===== config.mk =====
export PLATFORM = sky130hd
export DESIGN_NAME = par_serial_tx
export DESIGN_NICKNAME = d
export VERILOG_FILES = /design/src/rtl/par_serial_tx.sv
export SDC_FILE = /design/constraint.sdc
export NUM_CORES = 1
export LEC_CHECK = 0
export ABC_AREA = 1
export ABC_CLOCK_PERIOD_IN_PS = 1900
export CAP_MARGIN = 20
export CORE_MARGIN = 3
export CORE_UTILIZATION = 39
export DETAILED_ROUTE_END_ITERATION = 6
export DONT_BUFFER_PORTS = 1
export SLEW_MARGIN = 20
export SYNTH_ARGS = -nofsm -noshare
export SYNTH_HDL_FRONTEND = slang
export SYNTH_SLANG_ARGS = --single-unit

===== constraint.sdc =====
create_clock -name clk_32f -period 1.9 [get_ports clk_32f]
set_clock_uncertainty 0.05 [all_clocks]
set_input_delay 0.19 -clock clk_32f [delete_from_list [all_inputs] [get_ports clk_32f]]
set_output_delay 0.19 -clock clk_32f [all_outputs]
set_load 0.01 [all_outputs]

===== src/rtl/par_serial_tx.sv =====
`default_nettype none
// ============================================================================
//  Module      : par_serial_tx
//  Description : Parallel-to-serial symbol transmitter. Every WIDTH clocks
//                a new symbol is chosen (DATA word, IDLE filler or COM
//                marker) and shifted out one bit per clock, back to back.
//  Ports       : clk_32f    - serial bit clock, rising edge
//                reset_L    - synchronous active-low reset
//                active     - link active, sampled at symbol boundaries
//                data_in    - parallel word to send
//                in_valid   - data_in holds a word
//                in_ready   - word accepted this cycle (combinational)
//                out_serial - registered serial bit
//                sym_start  - registered, first bit of a symbol
//                sym_type   - registered symbol type 00=COM 01=IDLE 10=DATA
//  Revision    : 1.0 - initial release
// ============================================================================
module par_serial_tx #(
    parameter int               WIDTH     = 8,
    parameter logic [WIDTH-1:0] COM_SYM   = WIDTH'(8'hBC),
    parameter logic [WIDTH-1:0] IDLE_SYM  = WIDTH'(8'h7C),
    parameter int               LSB_FIRST = 0
) (
    input  logic             clk_32f,
    input  logic             reset_L,
    input  logic             active,
    input  logic [WIDTH-1:0] data_in,
    input  logic             in_valid,
    output logic             in_ready,
    output logic             out_serial,
    output logic             sym_start,
    output logic [1:0]       sym_type
);

    localparam int               CNT_W      = $clog2(WIDTH);
    localparam logic [CNT_W-1:0] c_CNT_LAST = CNT_W'(WIDTH - 1);
    localparam logic [1:0]       c_TYPE_COM  = 2'b00;
    localparam logic [1:0]       c_TYPE_IDLE = 2'b01;
    localparam logic [1:0]       c_TYPE_DATA = 2'b10;

    logic [CNT_W-1:0] bit_cnt_q, bit_cnt_d;
    logic [WIDTH-2:0] shift_q,   shift_d;
    logic             serial_q,  serial_d;
    logic             start_q,   start_d;
    logic [1:0]       type_q,    type_d;

    logic             w_boundary;
    logic             w_xfer;
    logic [WIDTH-1:0] w_sym;
    logic [1:0]       w_type;
    logic             w_first;
    logic [WIDTH-2:0] w_rest;
    logic             w_next;
    logic [WIDTH-2:0] w_shifted;

    // Reset is handled with priority in the register block, so here a
    // boundary is simply the start of a symbol period.
    assign w_boundary = (bit_cnt_q == '0);
    assign in_ready   = w_boundary && active && reset_L;
    assign w_xfer     = in_valid && in_ready;

    // Fixed-priority symbol selection: accepted data, then filler, then COM.
    always_comb begin
        w_sym  = COM_SYM;
        w_type = c_TYPE_COM;
        if (w_xfer) begin
            w_sym  = data_in;
            w_type = c_TYPE_DATA;
        end else if (active) begin
            w_sym  = IDLE_SYM;
            w_type = c_TYPE_IDLE;
        end
    end

    // The first bit goes straight to the output register; the shift register
    // only ever holds the remaining WIDTH-1 bits, aligned so the next bit
    // to send is always at the same end.
    generate
        if (LSB_FIRST != 0) begin : g_lsb_first
            assign w_first   = w_sym[0];
            assign w_rest    = w_sym[WIDTH-1:1];
            assign w_next    = shift_q[0];
            assign w_shifted = shift_q >> 1;
        end else begin : g_msb_first
            assign w_first   = w_sym[WIDTH-1];
            assign w_rest    = w_sym[WIDTH-2:0];
            assign w_next    = shift_q[WIDTH-2];
            assign w_shifted = shift_q << 1;
        end
    endgenerate

    always_comb begin
        // Explicit wrap so non-power-of-two widths stay in 0..WIDTH-1.
        bit_cnt_d = (bit_cnt_q == c_CNT_LAST) ? '0 : bit_cnt_q + CNT_W'(1);
        serial_d  = w_next;
        start_d   = 1'b0;
        type_d    = type_q;
        shift_d   = w_shifted;
        if (w_boundary) begin
            serial_d = w_first;
            start_d  = 1'b1;
            type_d   = w_type;
            shift_d  = w_rest;
        end
    end

    // Reset discards any symbol in flight; the first edge after release
    // sees bit_cnt_q == 0 and therefore starts a fresh symbol.
    always_ff @(posedge clk_32f) begin
        if (!reset_L) begin
            bit_cnt_q <= '0;
            shift_q   <= '0;
            serial_q  <= 1'b0;
            start_q   <= 1'b0;
            type_q    <= c_TYPE_COM;
        end else begin
            bit_cnt_q <= bit_cnt_d;
            shift_q   <= shift_d;
            serial_q  <= serial_d;
            start_q   <= start_d;
            type_q    <= type_d;
        end
    end

    assign out_serial = serial_q;
    assign sym_start  = start_q;
    assign sym_type   = type_q;

endmodule
`default_nettype wire


# Word-level counts from Yosys, hierarchy flattened
# Cells that the tools add are included.
dict set report classes {
  add_sub_neg 1
  bitwise 1
  mux 7
  eq_ne 1
  reduce_logical 6
}
# cell count
set op_table {}
lappend op_table {{8-bit two-way mux} 2}
lappend op_table {{7-bit two-way mux} 1}
lappend op_table {{3-bit by 1-bit adder with 3-bit output (second input constant)} 1}
lappend op_table {{3-bit equality test (second input constant)} 1}
lappend op_table {{1-bit logical AND} 3}
lappend op_table {{3-bit zero test} 1}
lappend op_table {{1-bit two-way mux} 3}
lappend op_table {{2-bit two-way mux} 1}
lappend op_table {{2-bit AND reduction} 1}
lappend op_table {{2-bit OR reduction} 1}
lappend op_table {{1-bit NOT} 1}
dict set report totals {
  out_inout_bits 5
  ff_bits 14
  input_bits 12
  elab_cells 22
}

# Depth between registers and ports, before layout
dict set report depth {
  ltp_word 6
  depth_mapped 7
}

# Worst setup path after synthesis
# OpenSTA, ideal clock, no wires.
dict set report synth_timing {
  path_type {register -> register}
  start {register bit_cnt_q[0]}
  end {register shift_q[2]}
  path_stages_with_launch 8
  arrival_time_ps 1014
  n_path_buf 0
  period_less_slack_ps 1181
  slack_ps 719
  cell_sequence {dfxtp_1 > inv_1 > ha_1 > nand3_2 > nor2_4 > nand2_4 > nor2_1 > nor2_1}
}
dict set report synth_via {
  elab_chain_cells 6
}
# element line
set synth_lines {}
lappend synth_lines {{from (decl)} 41} ;# logic [CNT_W-1:0] bit_cnt_q, bit_cnt_d;
lappend synth_lines {{from (signal assigned)} 117} ;# bit_cnt_q <= bit_cnt_d;
lappend synth_lines {{3-bit zero test} 58} ;# assign w_boundary = (bit_cnt_q == '0);
lappend synth_lines {{1-bit logical AND (2 in a row)} 59} ;# assign in_ready = w_boundary && active && reset_L;
lappend synth_lines {{named net in_ready} 29} ;# output logic in_ready,
lappend synth_lines {{1-bit logical AND} 60} ;# assign w_xfer = in_valid && in_ready;
lappend synth_lines {{8-bit two-way mux} 66} ;# if (w_xfer) begin
lappend synth_lines {{7-bit two-way mux} 99} ;# if (w_boundary) begin
lappend synth_lines {{to (signal assigned)} 118} ;# shift_q <= shift_d;
lappend synth_lines {{to (decl)} 42} ;# logic [WIDTH-2:0] shift_q, shift_d;
# The timed path passes the listed nets, and every way through them passes these cells.
# A chain may end at the register's enable or synchronous reset.

# Worst setup path after layout
dict set report layout_timing {
  start {register bit_cnt_q[0]}
  end {register shift_q[4]}
}
# Same word-level chain as after synthesis.

==> summary.txt <==
GRT
  • Grt total ovfl: 0
  • Total GRT Usage: 0.1175
  • First-pass GRT wire length: 1.614 mm
  • Number of global-route vias before repair: 394
  • Largest net degree at the start of global routing: 9
  • Initial antenna violation count: 0

Pwr
  • Pwr Density: 884.3 nW/um^2
  • Sw frac: 0.2434
  • Net switching power: 0.0001554 W
  • Int Pwr: 0.0004830 W
  • Max IR drop VDD: 0.3459 mV
  • Static leakage power: 0.3343 nW
  • Sequential fraction of design power: 0.525
  • Clock power frac: 0.328
  • Logic pwr share: 0.146

Place
  • Post-DP HPWL: 689.8 um
  • Port buffer count: 0
  • Routability congestion estimate: 0.7579
  • Area post-placement: 580.6 sq um

Worst setup path
  • CP top delay family: buffers and inverters
  • Slowest cell on crit path: dlygate4sd3_1
  • Startpoint types: flip-flop
  • CP Capture Type: flip-flop
  • Cell mode on critical path: nor2_1
  • Critical path fanouts, max: 4
  • WP buf/inv: 2
  • Crit path cell chain: inv_1 -> ha_2 -> nand3_4 -> nor2_4 -> nand2_4 -> nor2_1 -> nor2_1 -> dlygate4sd3_1
  • CP required: 2.02 ns
  • Slowest stage delay, CP: 0.54 ns
  • Worst setup path class: reg -> reg
  • Critical path arrival: 1.94 ns

Synth
  • Mean Syn Cell Area: 8.512 sq um
  • Synthesized Nets: 81
  • Synth warn: 0
  • Flops & latches, synth: 14
  • Mapped cell area: 561.8 sq um
  • Sequential area share after synthesis: 0.4989
  • Cell count after synthesis: 66
  • Post-synthesis cell type count: 14

Detailed routing
  • Starting DRC count in detailed routing: 7
  • Via density per instance: 4.663
  • Routed vias: 443
  • Post-route antenna net violation count: 0
  • Final WL: 953 um
  • DRC errors left: 0
  • Avg WL per Cell: 10.03 um
  • DR pass1 iterations: 4

Floorplan
  • Die height: 43.96 um
  • Row cnt: 13
  • Core area: 1334 sq um
  • I/O Pins: 17
  • Die width: 43.96 um
  • Starting Density: 0.4212
  • Die area: 1932 sq um

Final layout
  • Fillers: 125
  • Area Growth Syn to Fin: 28.51%
  • Layout cells sized above 1: 0.2000
  • Antenna cells: 0
  • Final Cell Area: 721.9 sq um
  • Nets: 96

Clock network
  • CTS tree: done
  • Root Driver: clkbuf_4
  • Worst skew pair latency: 0.27 ns
  • TritonCTS Buffers: 3
  • Clock transition at the registers of the reported paths: 0.08 ns
  • Max Root-Sink Buffers: 2
  • Clk sinks: 14
  • H-tree levels: 1

Outcome
  • Status: completed

STA
  • Fmax: 0.5496 GHz
  • Worst-margin pin slew: 0.2156 ns
  • Tmin final: 1.819 ns
  • Slew Viols, Final: 0
  • Final period util: 0.9576
  • Slew margin rel.: 0.8559
  • Fin. Hold Viols: 0
  • Final setup fails: 0
  • Setup TNS: 0 ns
  • RSZ-0062 raised after global routing: no

Worst hold path
  • Worst hold-check path type: in -> reg

Run
  • Max-cap viol count: 0
==> path summary, 6_finish.rpt <==
| kind | start | depth (start not counted) | end | slack (ns) |
|---|---|---|---|---|
| setup / recovery | bit_cnt_q[0]$_SDFF_PP0_ | 8 | shift_q[4]$_SDFF_PN0_ | 0.08 |
| hold / removal | reset_L | 2 | shift_q[3]$_SDFF_PN0_ | 0.007 |
| hold reg to reg | bit_cnt_q[0]$_SDFF_PP0_ | 1 | bit_cnt_q[0]$_SDFF_PP0_ | 0.41 |
| setup reg to reg | bit_cnt_q[0]$_SDFF_PP0_ | 8 | shift_q[4]$_SDFF_PN0_ | 0.08 |
==> kinds of logic after synthesis <==
kind of cell	synth area share
AO/OA/AOI/OAI	0.1091
adder cells (fa/ha/maj)	0.06682
buffers and inverters	0.08017
flip-flops	0.4989
AND/OR/NAND/NOR	0.2450
==> timing repair <==
| action | CTS | global route |
|---|---|---|
| hold buffers | 8 | 0 |
| hold endpoints to repair | 6 | 0 |
| buffers inserted | 0 | 2 |
| resized for setup | 0 | 3 |
| setup endpoints to repair | 0 | 2 |
==> cell usage after synthesis <==
| library cell | number | share of area |
|---|---|---|
| nand2_4 | 1 | 0.020 |
| ha_1 | 3 | 0.067 |
| dfxtp_1 | 14 | 0.50 |
| nand3_2 | 3 | 0.053 |
| nand3_1 | 1 | 0.0089 |
| a21oi_2 | 1 | 0.016 |
| o21bai_1 | 1 | 0.013 |
| or2_2 | 2 | 0.022 |
| nor2_1 | 13 | 0.087 |
| nand2_1 | 5 | 0.033 |
| nor2_4 | 1 | 0.020 |
| a21oi_1 | 3 | 0.027 |
| inv_1 | 12 | 0.080 |
| o21ai_0 | 6 | 0.053 |
==> layout make-up <==
class                   instances  area (sq um)  area share
multi-input cells              40         246.5      0.3414
well taps                      15         18.77     0.02600
repair buffers                 10         95.09      0.1317
flip-flops and latches         14         280.3      0.3882
clock buffers                   4         36.28     0.05026
inverters                      12         45.04     0.06239
==> flip-flops by register name (all words and copies together) (netlist names) <==
| signal | cells |
|---|---|
| bit_cnt_q | 3 |
| out_serial | 1 |
| shift_q | 7 |
| sym_start | 1 |
| sym_type | 2 |
==> routing by layer <==
layer	track usage	vias up	wire length [um]
li1	-	234	-
met1	0.1537	191	437
met2	0.1512	16	417
met3	0.05809	2	89
met4	0.07229	0	9
met5	0	-	0
==> metrics by stage <==
| stage | setup slack [ns] | cells | power, W | hold slack [ns] | util |
|---|---|---|---|---|---|
| after CTS | 0.04467 | 93 | 0.0006374 | 0.006821 | 0.5225 |
| after detailed placement | 0.6017 | 81 | 0.0004117 | 0.2600 | 0.4353 |
| after floorplan | 0.7192 | 66 | 0.0003981 | 0.2522 | - |
| final | 0.08063 | 95 | 0.0006384 | 0.006842 | 0.5413 |
| after global routing | 0.001499 | 95 | 0.0006741 | 0.007732 | 0.5413 |
| after global placement | 0.6208 | 81 | 0.0004114 | 0.2581 | 0.4353 |
==> cell usage in the layout (no fill, tap or decap) <==
| cell type | instances |
|---|---|
| nand2_4 | 1 |
| nand3_2 | 2 |
| a21oi_2 | 1 |
| nor2_1 | 13 |
| clkbuf_8 | 1 |
| or2_2 | 2 |
| nand2_1 | 5 |
| nor2_4 | 1 |
| ha_2 | 1 |
| dlygate4sd3_1 | 8 |
| inv_1 | 11 |
| nand3_4 | 1 |
| ha_1 | 2 |
| nand3_1 | 1 |
| o21bai_1 | 1 |
| inv_2 | 1 |
| buf_4 | 2 |
| dfxtp_1 | 14 |
| a21oi_1 | 3 |
| clkbuf_4 | 3 |
| o21ai_0 | 6 |
==> worst reg2reg max path, stage by stage, from the launching register on <==
cell and delay [ns]:
dfxtp_1 0.33, inv_1 0.06, ha_2 0.20, nand3_4 0.09, nor2_4 0.22, nand2_4 0.08, nor2_1 0.09, nor2_1 0.04
dlygate4sd3_1 0.54
==> power groups by stage <==
stage | clock [W] | sequential [W] | combinational [W]
2_1_floorplan | 0 | 0.000340 | 0.0000585
3_3_place_gp | 0 | 0.000343 | 0.0000680
3_5_place_dp | 0 | 0.000343 | 0.0000690
4_1_cts | 0.000215 | 0.000336 | 0.0000864
5_1_grt | 0.000227 | 0.000339 | 0.000108
6_report | 0.000210 | 0.000335 | 0.0000934
(Power assumes the default switching activity.)
